--- src/rtl/wb_regfile_if.sv ---
// MEM/WB -> writeback/register-file bundle.
// The master side is the MEM/WB pipeline register together with the ID stage.
// The slave side is wb_regfile.
// Signal names follow the pipeline's established port names.
// Those names keep their _i/_o suffixes so that they match the surrounding datapath.
interface wb_regfile_if #(
  parameter int DATA_W = 32,
  parameter int ADDR_W = 5,
  parameter int CNT_W  = 16
);

  // Writeback control from MEM/WB: bit1 RegWrite, bit0 MemtoReg
  logic [1:0]        WB_i;
  logic [DATA_W-1:0] ReadMem_i;
  logic [DATA_W-1:0] ALUresult_i;
  logic [ADDR_W-1:0] RegRD_i;

  // ID-stage read ports
  logic [ADDR_W-1:0] RS_addr_i;
  logic [ADDR_W-1:0] RT_addr_i;
  logic [DATA_W-1:0] RS_data_o;
  logic [DATA_W-1:0] RT_data_o;

  // Forwarding-unit view of the writeback stage, plus debug counter
  logic [DATA_W-1:0] WBdata_o;
  logic              RegWrite_o;
  logic [ADDR_W-1:0] RegRD_o;
  logic [CNT_W-1:0]  wb_count_o;

  modport master (
    output WB_i, ReadMem_i, ALUresult_i, RegRD_i, RS_addr_i, RT_addr_i,
    input  RS_data_o, RT_data_o, WBdata_o, RegWrite_o, RegRD_o, wb_count_o
  );

  modport slave (
    input  WB_i, ReadMem_i, ALUresult_i, RegRD_i, RS_addr_i, RT_addr_i,
    output RS_data_o, RT_data_o, WBdata_o, RegWrite_o, RegRD_o, wb_count_o
  );

endinterface

--- src/rtl/wb_regfile.sv ---
// Writeback stage and architectural register file.
//
// The block selects the writeback value from the load data or the ALU result.
// It commits that value to entry RegRD_i on the rising edge of clk_i.
// Entry 0 is hardwired to zero.
// Two combinational read ports serve the ID stage.
// A saturating counter tallies the committed writes for debug.
//
// Optional feature: define WB_REGFILE_BYPASS_EN for write-before-read bypass.
// With it, a read port that addresses the register being written in the
// current cycle sees the new value before the commit edge.
// Without it, the new value becomes visible only after the edge.
module wb_regfile #(
  parameter int DATA_W = 32,
  parameter int ADDR_W = 5,
  parameter int CNT_W  = 16
) (
  input  logic        clk_i,
  input  logic        rst_n_i,
  wb_regfile_if.slave bus
);

  localparam int NREG = 1 << ADDR_W;
  localparam logic [CNT_W-1:0] CNT_ONE = {{(CNT_W-1){1'b0}}, 1'b1};

  logic [DATA_W-1:0] wb_data;
  logic              we;
  logic [DATA_W-1:0] regs [NREG];
  logic [CNT_W-1:0]  wb_count;
  logic              rs_hit;
  logic              rt_hit;
  logic [DATA_W-1:0] rs_data;
  logic [DATA_W-1:0] rt_data;

  // Writeback value select and effective write enable (x0 writes suppressed)
  always_comb begin
    wb_data = bus.WB_i[0] ? bus.ReadMem_i : bus.ALUresult_i;
    we      = bus.WB_i[1] & (bus.RegRD_i != '0);
  end

`ifdef WB_REGFILE_BYPASS_EN
  // Same-cycle hit on the register being written: read sees wb_data
  always_comb begin
    rs_hit = we & (bus.RS_addr_i == bus.RegRD_i);
    rt_hit = we & (bus.RT_addr_i == bus.RegRD_i);
  end
`else
  // No bypass: reads only ever see committed contents
  always_comb begin
    rs_hit = 1'b0;
    rt_hit = 1'b0;
  end
`endif

  // Register storage; reset clears every entry at once, independent of the clock
  always_ff @(posedge clk_i or negedge rst_n_i) begin
    if (!rst_n_i) begin
      for (int i = 0; i < NREG; i++) begin
        regs[i] <= '0;
      end
    end else if (we) begin
      regs[bus.RegRD_i] <= wb_data;
    end
  end

  // Saturating commit counter; only effective writes are counted
  always_ff @(posedge clk_i or negedge rst_n_i) begin
    if (!rst_n_i) begin
      wb_count <= '0;
    end else if (we && (wb_count != '1)) begin
      wb_count <= wb_count + CNT_ONE;
    end
  end

  // Read port A: x0 reads as zero, then bypass, then stored value
  always_comb begin
    rs_data = '0;
    if (bus.RS_addr_i != '0) begin
      rs_data = rs_hit ? wb_data : regs[bus.RS_addr_i];
    end
  end

  // Read port B: same rules as port A
  always_comb begin
    rt_data = '0;
    if (bus.RT_addr_i != '0) begin
      rt_data = rt_hit ? wb_data : regs[bus.RT_addr_i];
    end
  end

  // Drive the interface outputs
  always_comb begin
    bus.RS_data_o  = rs_data;
    bus.RT_data_o  = rt_data;
    bus.WBdata_o   = wb_data;
    bus.RegWrite_o = we;
    bus.RegRD_o    = bus.RegRD_i;
    bus.wb_count_o = wb_count;
  end

endmodule

--- src/flat_wrapper.sv ---
// flat-port wrapper written by rule: the top's interface ports become plain ports
module wb_regfile_flat 
#(
  parameter int DATA_W = 32,
  parameter int ADDR_W = 5,
  parameter int CNT_W  = 16
)
  (clk_i, rst_n_i, bus_WB_i, bus_ReadMem_i, bus_ALUresult_i, bus_RegRD_i, bus_RS_addr_i, bus_RT_addr_i, bus_RS_data_o, bus_RT_data_o, bus_WBdata_o, bus_RegWrite_o, bus_RegRD_o, bus_wb_count_o);
  wb_regfile_if #(.DATA_W(DATA_W), .ADDR_W(ADDR_W), .CNT_W(CNT_W)) bus_i ();
  input  logic clk_i;
  input  logic rst_n_i;
  input wire logic [$bits(bus_i.WB_i)-1:0] bus_WB_i;
  input wire logic [$bits(bus_i.ReadMem_i)-1:0] bus_ReadMem_i;
  input wire logic [$bits(bus_i.ALUresult_i)-1:0] bus_ALUresult_i;
  input wire logic [$bits(bus_i.RegRD_i)-1:0] bus_RegRD_i;
  input wire logic [$bits(bus_i.RS_addr_i)-1:0] bus_RS_addr_i;
  input wire logic [$bits(bus_i.RT_addr_i)-1:0] bus_RT_addr_i;
  output wire logic [$bits(bus_i.RS_data_o)-1:0] bus_RS_data_o;
  output wire logic [$bits(bus_i.RT_data_o)-1:0] bus_RT_data_o;
  output wire logic [$bits(bus_i.WBdata_o)-1:0] bus_WBdata_o;
  output wire logic [$bits(bus_i.RegWrite_o)-1:0] bus_RegWrite_o;
  output wire logic [$bits(bus_i.RegRD_o)-1:0] bus_RegRD_o;
  output wire logic [$bits(bus_i.wb_count_o)-1:0] bus_wb_count_o;
  assign bus_i.WB_i = bus_WB_i;
  assign bus_i.ReadMem_i = bus_ReadMem_i;
  assign bus_i.ALUresult_i = bus_ALUresult_i;
  assign bus_i.RegRD_i = bus_RegRD_i;
  assign bus_i.RS_addr_i = bus_RS_addr_i;
  assign bus_i.RT_addr_i = bus_RT_addr_i;
  assign bus_RS_data_o = bus_i.RS_data_o;
  assign bus_RT_data_o = bus_i.RT_data_o;
  assign bus_WBdata_o = bus_i.WBdata_o;
  assign bus_RegWrite_o = bus_i.RegWrite_o;
  assign bus_RegRD_o = bus_i.RegRD_o;
  assign bus_wb_count_o = bus_i.wb_count_o;
  wb_regfile #(.DATA_W(DATA_W), .ADDR_W(ADDR_W), .CNT_W(CNT_W)) u_core (.clk_i(clk_i), .rst_n_i(rst_n_i), .bus(bus_i));
endmodule
--- config.mk ---
export PLATFORM = sky130hd
export DESIGN_NAME = wb_regfile_flat
export DESIGN_NICKNAME = d
export VERILOG_FILES = /design/src/rtl/wb_regfile_if.sv /design/src/rtl/wb_regfile.sv /design/src/flat_wrapper.sv
export SDC_FILE = /design/constraint.sdc
export NUM_CORES = 2
export LEC_CHECK = 0
export BUFFER_PORTS_ARGS = -buffer_cell sky130_fd_sc_hd__buf_2
export CAP_MARGIN = 20
export CORE_ASPECT_RATIO = 1.5
export CORE_MARGIN = 2
export CORE_UTILIZATION = 50
export CTS_CLUSTER_DIAMETER = 40
export DETAILED_ROUTE_END_ITERATION = 16
export PLACE_DENSITY = 0.67
export SLEW_MARGIN = 20
export SYNTH_ARGS = -nofsm -noshare
export SYNTH_HDL_FRONTEND = slang
export SYNTH_SLANG_ARGS = --single-unit
--- constraint.sdc ---
create_clock -name clk_i -period 4 [get_ports clk_i]
set_clock_uncertainty 0.05 [all_clocks]
set_input_delay 0 -clock clk_i [delete_from_list [all_inputs] [get_ports clk_i]]
set_output_delay 0 -clock clk_i [all_outputs]
set_load 0.01 [all_outputs]
# Yosys cells after proc, flatten, opt, wreduce, memory -nomap -nowiden
# Index checks and enable logic that the tools add are counted.
dict set report classes {
  n_addsub 1
  mul 0
  n_div 0
  magnitude_cmp 4
  n_eq_ne 1
  n_shift 0
  n_mux 12
  n_bitwise 4
  reduce_logical 5
}
# op count
set ops {}
lappend ops {{$bwmux 1024} 1}
lappend ops {{$bmux 32 s5} 2}
lappend ops {{$mux 32} 8}
lappend ops {{$demux 32 s5} 1}
lappend ops {{$ge 6x6->1 const B} 3}
lappend ops {{$not 5->6} 3}
lappend ops {{$add 16x1->16 const B} 1}
lappend ops {{$ne 16x16->1 const B} 1}
lappend ops {{$reduce_bool 5->1} 3}
lappend ops {{$lt 6x1->1 const B} 1}
lappend ops {{$logic_and 1x1->1} 2}
lappend ops {{$and 1x1->1} 1}
dict set report totals {
  reg_bits 1040
  latch_bits 0
  ramBits 0
  romBits 0
  in_bits 83
  out_inout_bits 118
  n_memories 0
}

# Depth between registers and ports, before layout
dict set report logic_depth {
  depth_word 6
  mapped_depth 9
  mapped_depth_nobuf 6
}

# Worst setup path after synthesis
# OpenSTA, ideal clock, no wires.
dict set report synth_timing {
  path_type {flip-flop to flip-flop}
  startpoint {reg u_core.wb_count[0] (netlist: u_core.bus.wb_count_o[0])}
  endpoint {reg u_core.wb_count[1] (netlist: u_core.bus.wb_count_o[1])}
  setup_time_ns 0.125
  t_arrival_ns 1.769
  t_required_ns 3.825
  setup_slack_ns 2.057
  path_stages_with_launch 6
  n_path_buf 0
  period_less_slack_ns 1.943
  cell_sequence {dfrtp_1 > ha_1 > and3_1 > and3_1 > a21oi_1 > mux2_2}
}
dict set report synth_between {
  elab_chain_len 2
  word_cells_on_any_way 3
}
# element line_no
set synth_lines {}
lappend synth_lines {{start: declaration} wb_regfile.sv:29} ;# logic [CNT_W-1:0] wb_count;
lappend synth_lines {{start signal: assignment} wb_regfile.sv:71} ;# wb_count <= wb_count + CNT_ONE;
lappend synth_lines {{branches (longest 2 deep; another with $add 16x1->16)} -}
# Parallel ways; which one is timed is not known.
# A chain may end at the register's enable or synchronous reset.

# Worst setup path after layout
dict set report layout_timing {
  startpoint {reg u_core.regs[277] (netlist bit)}
  endpoint {out bus_RT_data_o[21]}
}
dict set report layout_between {
  elab_chain_len 4
}
# element line_no
set layout_lines {}
lappend layout_lines {{start: declaration} wb_regfile.sv:28} ;# logic [DATA_W-1:0] regs [NREG];
lappend layout_lines {{start signal: indexed assignment} wb_regfile.sv:62} ;# regs[bus.RegRD_i] <= wb_data;
lappend layout_lines {{$bmux 32 s5} wb_regfile.sv:87} ;# rt_data = rt_hit ? wb_data : regs[bus.RT_addr_i];
lappend layout_lines {{$mux 32 (implied by the code) (2 in a row)} wb_regfile.sv:87}
lappend layout_lines {{$mux 32} wb_regfile.sv:86} ;# if (bus.RT_addr_i != '0) begin
lappend layout_lines {{end: declaration} flat_wrapper.sv:19} ;# output wire logic [$bits(bus_i.RT_data_o)-1:0] bus_RT_data_o;
# No other way between the ends. The select of a mux whose other input is x is not followed.

==> results.md <==
* Root buffer cell: clkbuf_16
* Top_reg_cell synth: dfrtp_1
* Pint at 22.7 mW
* Most frequent cells after synthesis: dfrtp_1 (1040), nand2_1 (648), o21ai_0 (618)
* Fmax at 320 MHz
* Post-synth EDFFs at 0
* Switching Share at 29.9%
* WP data required at 3950 ps
* Cts repair resizes at 0
* Via Count at 40.6k
* #FFs+latches synth at 1040
* Clock slew at reported path FFs at 60 ps
* Netlist cell types at 51
* Comb power frac at 21.5%
* Layout cells sized above 1 at 25.2%
* Sw power at 9.70 mW
* Placed inst area at 56200 sq um
* Setup TNS at 0 ps
* Clock buffer depth at 3
* Rel. slew slack at 11.4%
* Initial Utilization at 50.3%
* Mean Syn Cell Area at 11.3 sq um
* GRT Overall Usage at 31.9%
* Post-CTS Hold Fix Bufs at 74
* Chip width at 272 microns
* Post-synth top area cell: dfrtp_1
* Synth top area cells: dfrtp_1 (48%), mux4_2 (21%), o21ai_0 (5.8%)
* Largest net degree at the start of global routing at 138
* Final hold violation count at 0
* Nets@finish at 4868
* Syn nets at 4830
* R2r worst-path depth at 5
* Fin Hold WS at 17.9 ps
* CTS sink count at 1040
* Initial DRC count at 4217
* Sequential fraction of the synthesis area at 48.5%
* Post-Route WL at 173000 microns
* Final GP Congestion at 0.855
* Worst Hold Class: in -> reg
* DRC Markers at 0
* Pleak at 26.2 nW
* Post-CTS setup buffers at 0
* Final Util at 57.0%
* Top-count cell post-synth: dfrtp_1
* Worst skew pair latency at 730 ps
* Final setup viols at 0
* Fin. max-slew vios at 0
* Mapped Cells at 4746
* R2r endpoint: u_core.bus.wb_count_o[1]
* Status: completed
* Post-Syn Area at 53700 sq um
* RSZ-0062 raised after global routing: false
* Die Ht at 405 microns
* Arr. time, crit path at 3070 ps
* DP HPWL at 104000 microns
* CP Capture Type: output port
* Area Overhead vs Synth at 13.3%
* Io pins at 201
* Period utilization at 78.0%
* CP endpoint: bus_RT_data_o[21]
* Max Cap Viol at 0
* Routed vias/inst at 6.46
* Clock power frac at 34.1%
* First-pass GRT wire length at 261000 microns
* Synth warnings at 0
* Register share of total power at 44.4%
* CTS Buf Count at 112
* IO Port Bufs at 200
* GRT overflow at 0
* Tmin final at 3120 ps
* Avg WL per Cell at 27.5 microns
* Initial antenna violation count at 2
* DRT Pass-1 Iters at 6
* Vias in the first global route at 40.6k
* Post-route cell area at 60900 sq um
* Maximum vdd drop at 0.416 mV
* Crit Path Max Fanout at 3
* Routed Antenna Nets at 0
* Setup CP Type: reg -> out
* Core Area at 107000 sq um
* Power Density at 533 nW/um^2
* Synth async-reset ratio at 100%
* Reg2reg start: u_core.bus.wb_count_o[0]
* Antenna Cells at 0
* Area share of the largest cell type after synthesis at 48.5%
* Flop-to-flop setup slack at 1930 ps
* CTS tree: yes
* Crit path from: u_core.regs[277]
* Crit start category: register
* Worst Tran Pin Value at 1300 ps
* Max H-tree Level at 3
* Num rows at 147
* Die ar. at 110000 sq um
-- cell families after synthesis --
group,Yosys count,synth area share (%)
AOI/OAI and AO/OA,1253,12.6
xor gates and xnor gates,14,0.228
buffers and inverters,554,4.78
adders and majority gates,1,0.0233
muxes,701,25.2
DFF,1040,48.5
and+or+nand+nor,1183,8.77
-- cell type report --
| cell class | count | area, sq um |
|---|---|---|
| Sequential cell | 1040 | 26000 |
| Tap cell | 1415 | 1770 |
| Multi-Input combinational cell | 3152 | 25600 |
| Clock inverter | 67 | 838 |
| Fill cell | 8610 | 46000 |
| Clock buffer | 141 | 3100 |
| Inverter | 35 | 131 |
| Timing Repair Buffer | 443 | 3400 |
-- power by group through the flow --
stage                     Combinational (mW)  Clock, mW  Sequential [mW]
after global placement                  6.66          0             14.3
after detailed placement                6.84          0             14.5
after global routing                    7.63       11.6             14.6
final                                   6.97       11.1             14.4
after CTS                               6.96       11.2             14.3
after floorplan                         5.03          0             14.0
-- worst min-delay path by stage --
stage,from,depth (start not counted),to
2_1_floorplan,rst_n_i,0,u_core.bus.wb_count_o[0]
3_3_place_gp,rst_n_i,1,u_core.regs[984]
3_5_place_dp,rst_n_i,1,u_core.regs[984]
4_1_cts,bus_RegRD_i[2],5,u_core.regs[597]
5_1_grt,bus_ReadMem_i[12],4,u_core.regs[588]
6_report,bus_ReadMem_i[24],4,u_core.regs[344]
-- cell usage in the layout (no fill, tap or decap), types with 12 or more instances in the layout --
| cell type | netlist | layout |
|---|---|---|
| dfrtp_1 | 1040 | 1040 |
| nand2_1 | 648 | 633 |
| o21ai_0 | 618 | 618 |
| mux4_2 | 507 | 507 |
| a21oi_1 | 467 | 467 |
| nor2_1 | 444 | 438 |
| buf_2 | 109 | 198 |
| buf_4 | 33 | 142 |
| clkbuf_16 | 0 | 112 |
| mux2i_1 | 128 | 96 |
| dlygate4sd3_1 | 0 | 65 |
| mux2_2 | 61 | 61 |
| a221oi_1 | 39 | 39 |
| nor2b_1 | 41 | 39 |
| a211oi_1 | 36 | 36 |
| inv_1 | 35 | 35 |
| o21ai_1 | 33 | 33 |
| buf_12 | 4 | 27 |
| mux2i_2 | 0 | 19 |
| clkbuf_8 | 1 | 19 |
| a22oi_1 | 17 | 17 |
| nand2_4 | 0 | 15 |
| clkinv_2 | 0 | 15 |
| mux2i_4 | 0 | 13 |
| nor2_4 | 1 | 13 |
| a2111oi_0 | 17 | 13 |
| inv_6 | 0 | 13 |
| bufinv_16 | 0 | 13 |
| a31oi_1 | 12 | 12 |
-- registers in the layout, indices dropped and copies added (netlist names) --
signal / flops
u_core.bus.wb_count_o: 16
u_core.regs: 1024
-- per-layer routing --
layer	vias up	track usage, %	routed length (microns)
met5	-	0	14
met2	2115	50.5	81900
met3	500	5.51	14900
li1	17200	-	-
met4	4	17.0	10200
met1	20800	42.4	66400
-- critical path: stages (launching register included) --
cell       delay (ps)
dfrtp_1           390
mux4_2            250
mux2i_1            80
nor2_1            100
a221oi_1           60
a2111oi_0        1150
buf_2             310
-- through the flow --
step,std cells,total power [mW],setup slack (ps)
global route,6293,33.8,918
floorplan,4746,19.0,2060
global placement,6008,21.0,1170
CTS,6291,32.5,978
detailed placement,6009,21.3,1220
finish,6293,32.4,879
(Power assumes the default switching activity.)
